`config.mk`:
```
export PLATFORM = sky130hd
export DESIGN_NAME = clk_freq_meter
export DESIGN_NICKNAME = d
export VERILOG_FILES = /design/src/rtl/freq_meter_pkg.sv /design/src/rtl/sync_edge_det.sv /design/src/rtl/clk_freq_meter.sv
export SDC_FILE = /design/constraint.sdc
export NUM_CORES = 1
export LEC_CHECK = 0
export BUFFER_PORTS_ARGS = -buffer_cell sky130_fd_sc_hd__buf_2
export CORE_UTILIZATION = 35
export DETAILED_ROUTE_END_ITERATION = 10
export GPL_TIMING_DRIVEN = 0
export HOLD_SLACK_MARGIN = 0.12
export PLACE_DENSITY = 0.62
export SLEW_MARGIN = 15
export SYNTH_ARGS = -nofsm -noshare
export SYNTH_HDL_FRONTEND = slang
export SYNTH_SLANG_ARGS = --single-unit
```
`constraint.sdc`:
```
create_clock -name clk -period 3.6 [get_ports clk]
set_input_delay 0.36 -clock clk [delete_from_list [all_inputs] [get_ports clk]]
set_output_delay 0.36 -clock clk [all_outputs]
set_load 0.03 [all_outputs]
```
`src/rtl/freq_meter_pkg.sv`:
```
// Shared definitions for the clock frequency meter.
// FSM state encoding and the default gate window length.
package freq_meter_pkg;

    typedef enum logic [1:0] {
        S_IDLE = 2'd0,
        S_GATE = 2'd1,
        S_DONE = 2'd2
    } state_t;

    // 1 s window at a 50 MHz system clock
    localparam int unsigned DEF_GATE_CYCLES = 50_000_000;

endpackage

```
`src/rtl/sync_edge_det.sv`:
```
// Synchronizes an asynchronous input into the clk domain and
// emits a one-cycle pulse on each rising edge of the synchronized level.
module sync_edge_det #(
    parameter int SYNC_STAGES = 2
) (
    input  logic clk,
    input  logic rst,
    input  logic d_async,
    output logic rise
);

    logic [SYNC_STAGES-1:0] sync_q;
    logic                   prev_q;

    // Shift the raw input through the synchronizer, then keep one
    // extra sample of the stable level for edge detection.
    always_ff @(posedge clk or posedge rst) begin
        if (rst) begin
            sync_q <= '0;
            prev_q <= 1'b0;
        end else begin
            sync_q <= {sync_q[SYNC_STAGES-2:0], d_async};
            prev_q <= sync_q[SYNC_STAGES-1];
        end
    end

    assign rise = sync_q[SYNC_STAGES-1] & ~prev_q;

endmodule

```
`src/rtl/clk_freq_meter.sv`:
```
// Counts rising edges of an asynchronous signal over a fixed gate window.
// Define FREQ_METER_CONTINUOUS_EN to re-arm the window after every result.
module clk_freq_meter
    import freq_meter_pkg::*;
#(
    parameter int unsigned GATE_CYCLES = DEF_GATE_CYCLES,
    parameter int          CNT_W       = 32,
    parameter int          SYNC_STAGES = 2
) (
    input  logic             clk,
    input  logic             rst,
    input  logic             sig_in,
    input  logic             start,
    output logic             busy,
    output logic             done,
    output logic [CNT_W-1:0] count,
    output logic             overflow
);

    localparam int GW = $clog2(GATE_CYCLES);
    localparam logic [GW-1:0] GATE_LOAD = GW'(GATE_CYCLES - 1);

`ifdef FREQ_METER_CONTINUOUS_EN
    localparam bit CONTINUOUS = 1'b1;
`else
    localparam bit CONTINUOUS = 1'b0;
`endif

    state_t           state_q;
    state_t           state_d;
    logic [GW-1:0]    gate_cnt;
    logic [CNT_W-1:0] edge_cnt;
    logic [CNT_W-1:0] edge_nxt;
    logic             ovf_int;
    logic             ovf_nxt;
    logic             rise;
    logic             load;
    logic             last_gate;
    logic             cnt_max;

    sync_edge_det #(
        .SYNC_STAGES(SYNC_STAGES)
    ) u_sync (
        .clk    (clk),
        .rst    (rst),
        .d_async(sig_in),
        .rise   (rise)
    );

    assign last_gate = (state_q == S_GATE) && (gate_cnt == '0);
    assign load      = ((state_q == S_IDLE) && start)
                     || ((state_q == S_DONE) && CONTINUOUS);

    // Saturating edge count including this cycle's pulse; used both for
    // the running count and for the result captured on the last cycle.
    assign cnt_max  = (edge_cnt == '1);
    assign edge_nxt = (rise && !cnt_max) ? edge_cnt + 1'b1 : edge_cnt;
    assign ovf_nxt  = ovf_int | (rise & cnt_max);

    // State register
    always_ff @(posedge clk or posedge rst) begin
        if (rst) state_q <= S_IDLE;
        else     state_q <= state_d;
    end

    // Next-state logic; start only matters in IDLE
    always_comb begin
        state_d = state_q;
        unique case (state_q)
            S_IDLE: if (start) state_d = S_GATE;
            S_GATE: if (gate_cnt == '0) state_d = S_DONE;
            S_DONE: state_d = CONTINUOUS ? S_GATE : S_IDLE;
            default: state_d = S_IDLE;
        endcase
    end

    // Window counters: reload when a window is armed, run during GATE
    always_ff @(posedge clk or posedge rst) begin
        if (rst) begin
            gate_cnt <= '0;
            edge_cnt <= '0;
            ovf_int  <= 1'b0;
        end else if (load) begin
            gate_cnt <= GATE_LOAD;
            edge_cnt <= '0;
            ovf_int  <= 1'b0;
        end else if (state_q == S_GATE) begin
            edge_cnt <= edge_nxt;
            ovf_int  <= ovf_nxt;
            if (gate_cnt != '0) gate_cnt <= gate_cnt - 1'b1;
        end
    end

    // Capture the result on the last gate cycle so it is valid with done
    always_ff @(posedge clk or posedge rst) begin
        if (rst) begin
            count    <= '0;
            overflow <= 1'b0;
        end else if (last_gate) begin
            count    <= edge_nxt;
            overflow <= ovf_nxt;
        end
    end

    assign busy = (state_q == S_GATE);
    assign done = (state_q == S_DONE);

endmodule

```
==> flow_summary.yaml <==
setup_path:
  rr_startpoint: "edge_cnt[0]$_DFFE_PP0P_"
  crit_fanout: 10
  crit_required_ns: 3.88
  path_buf_inv: 2
  worst-path-stages: 8
  r2r-end: "count[27]$_DFFE_PP0P_"
  cp_top_family: "simple AND/OR/NAND/NOR gates"
  crit_arrival_ns: 3.50
  slowest_delay_ns: 0.95
  worst_setup_path_start_kind: "flop"
  worst_r2r_path_depth: 8
  end_kind: "flop"
  crit_slowest_cell: "nor4_2"
  r2r_slack_ns: 0.38
  criticalPathCategory: "reg2reg"
  crit_chain: "ha_1 > nand4_1 > nor4_2 > or4_1 > buf_2 > clkbuf_1 > o21ai_0 > a31oi_1"
layout:
  final_area_um2: 5990
  num-fill-cells: 1450
  nNetsFinal: 627
  multiInputGateArea_um2: 2620
  insertedDiodeCount: 0
  layout-drive-gt1-share_pct: 11.8
  areaGrowthSynthToFinish_pct: 14.6
  post-route-util_pct: 41.2
  seq_area_um2: 2430
  layout.cells.non_filler: 810
global_route:
  grt_max_degree: 52
  gr-total-overflow: 0
  grt_pass1_wl_mm: 23.6
  grt_pass1_vias: 4513
  gr-usage-all-layers_pct: 19.0
  antenna_found_initial: 0
synthesis:
  yosys.cell_types.count: 56
  postSynthCellCount: 569
  ys.flop_type: "dfrtp_1"
  synth.most_common_cell: "dfrtp_1"
  synthTopCellsByArea: "dfrtp_1 (46%), xnor2_1 (4.2%), nand2_1 (4.2%), nand3_1 (3.5%), o21ai_0 (3.1%)"
  yosys-top-cells-count: "dfrtp_1 (97), nand2_1 (58), nand3_1 (37)"
  synth-edff-count: 0
  synth_top_area_cell: "dfrtp_1"
  avgSynthCellArea_um2: 9.19
  synth_area_um2: 5230
  syn_nets: 575
  yosysTopAreaCellShare_pct: 46.4
  seq_area_frac_synth_pct: 46.4
  async_flop_share_pct: 100
  synth_warnings: 0
  ys_seq_elements: 97
clock_tree:
  clk_latency_ns: 0.36
  cts_sinks: 97
  htreeDepth: 3
  root_buffer: "clkbuf_16"
  cts_setup_buffers: 0
  cts_made_buffers: 9
  clk_pin_slew_ns: 0.07
  cts_buffer_depth: 2
  cts_resized: 0
  cts_tree: "done"
pwr:
  finalPower_mw: 2.60
  vdd_ir_drop_max_v: 0.000230
  power_density_nw_per_um2: 433
  p_leak_nw: 2.39
worst_hold_path:
  worstHoldStart: "u_sync.sync_q[0]$_DFF_PP0_"
  hold_path_depth: 0
  min_to: "u_sync.sync_q[1]$_DFF_PP0_"
  hold_path.class: "reg2reg"
place:
  dp.cells: 792
  portBuffers: 38
  postPlaceCellArea_um2: 5680
  place.gp.congestion: 0.871
  hpwl_mm: 9.94
timing:
  tightest_slew_ns: 1.12
  grt_setup_unrepaired: "no"
  setup_viol: 0
  hold_viol: 0
  finalMaxSlewViolations: 0
  period_share_pct: 89.5
  finClkSkew_ns: 0.00960
  period_minus_slack_ns: 3.22
  max_freq_mhz: 310
  max_slew_margin_pct: 24.6
status:
  status: "finished, final reports clean"
floorplanning:
  fp.dieW_um: 124
  io_pins: 39
  initial_core_util_pct: 36.0
  die_y_um: 124
  rows: 44
  dieArea_um2: 15400
  fp.coreArea_um2: 14500
drt:
  postRouteAntennaNets: 0
  vias_per_cell: 5.84
  first_iter_violations: 322
  drc_errors: 0
  wl_per_cell_um: 17.7
  drt-total-wl_mm: 14.3
  num_vias: 4729
  dr.pass1.iters: 6
run:
  maxCapViolations: 0
registers in the layout, summed over array words and instances (netlist names):
signal	flops
edge_cnt	32
overflow	1
gate_cnt	26
u_sync.prev_q	1
u_sync.sync_q	2
ovf_int	1
state_q	2
count	32
worst max-delay path by stage:
stage,slack [ns],start,endpoint
2_1_floorplan,0.71,rst,count[0]$_DFFE_PP0P_
3_3_place_gp,-0.58,rst,u_sync.sync_q[0]$_DFF_PP0_
3_5_place_dp,0.51,gate_cnt[2]$_DFFE_PP0P_,count[4]$_DFFE_PP0P_
4_1_cts,0.47,edge_cnt[0]$_DFFE_PP0P_,count[29]$_DFFE_PP0P_
5_1_grt,0.24,edge_cnt[0]$_DFFE_PP0P_,count[27]$_DFFE_PP0P_
6_report,0.38,edge_cnt[0]$_DFFE_PP0P_,count[27]$_DFFE_PP0P_
timing repair:
action,4_1_cts,5_1_grt
hold endpoints to repair,47,0
hold buffers,2,0
setup endpoints to repair,0,0
cell type report:
type | instances | area share [%]
buffer | 35 | 2.53
clock buffer | 11 | 4.22
clock inverter | 5 | 0.501
inverter | 11 | 0.773
multi-input combinational | 426 | 43.7
sequential | 97 | 40.5
tap | 184 | 3.84
timing repair buffer | 41 | 3.97
logic make-up (layout without fill, tap and decap cells):
logic type,count (synthesis),in the layout,share of synthesized area [%]
AND/OR/NAND/NOR,230,230,24.0
AO/OA/AOI/OAI,158,158,19.3
flip-flops,97,97,46.4
buffers and inverters,46,103,3.68
XOR/XNOR,31,31,5.19
multiplexers,5,5,0.981
adder cells (fa/ha/maj),2,2,0.479
stage by stage:
stage	hold slack (ns)	setup TNS (ns)	worst slack [ns]
2_1_floorplan	0.331	0	0.706
6_report	0.359	0	0.377
4_1_cts	0.368	0	0.471
3_5_place_dp	0.345	0	0.506
3_3_place_gp	0.344	-55.64	-0.579
5_1_grt	0.378	0	0.236
layer usage:
layer / up-vias / global-route usage (%) / wire, um
met5: - / 0 / 0
met4: 0 / 6.09 / 218
met3: 17 / 4.48 / 765
met2: 154 / 31.1 / 7030
met1: 2314 / 24.8 / 6290
li1: 2244 / - / -
worst reg2reg max path, cell delays in order, from the launching register on:
cell	delay [ns]
dfrtp_1	0.47
ha_1	0.34
nand4_1	0.19
nor4_2	0.95
or4_1	0.25
buf_2	0.20
clkbuf_1	0.39
o21ai_0	0.18
a31oi_1	0.19
cells in the final DEF (no fill, tap or decap), types with 9 or more instances in the layout:
| cell | instances |
|---|---|
| nand2_1 | 58 |
| a21oi_1 | 19 |
| a31oi_1 | 22 |
| nand4_1 | 13 |
| o31ai_1 | 9 |
| o21ai_1 | 20 |
| or4_1 | 21 |
| or3_1 | 11 |
| clkbuf_1 | 26 |
| clkbuf_16 | 9 |
| nor2_1 | 28 |
| dfrtp_1 | 97 |
| nor3_1 | 15 |
| a211oi_1 | 11 |
| xnor2_1 | 25 |
| o211ai_1 | 15 |
| nand3_1 | 37 |
| o21ai_0 | 32 |
| buf_2 | 42 |
where the power goes:
group / switching [mW] / internal (mW) / total, mW
registers: 0.135 / 1.19 / 1.33
clock network: 0.424 / 0.503 / 0.926
logic: 0.196 / 0.146 / 0.343
Power figures use the tool's default switching activity.
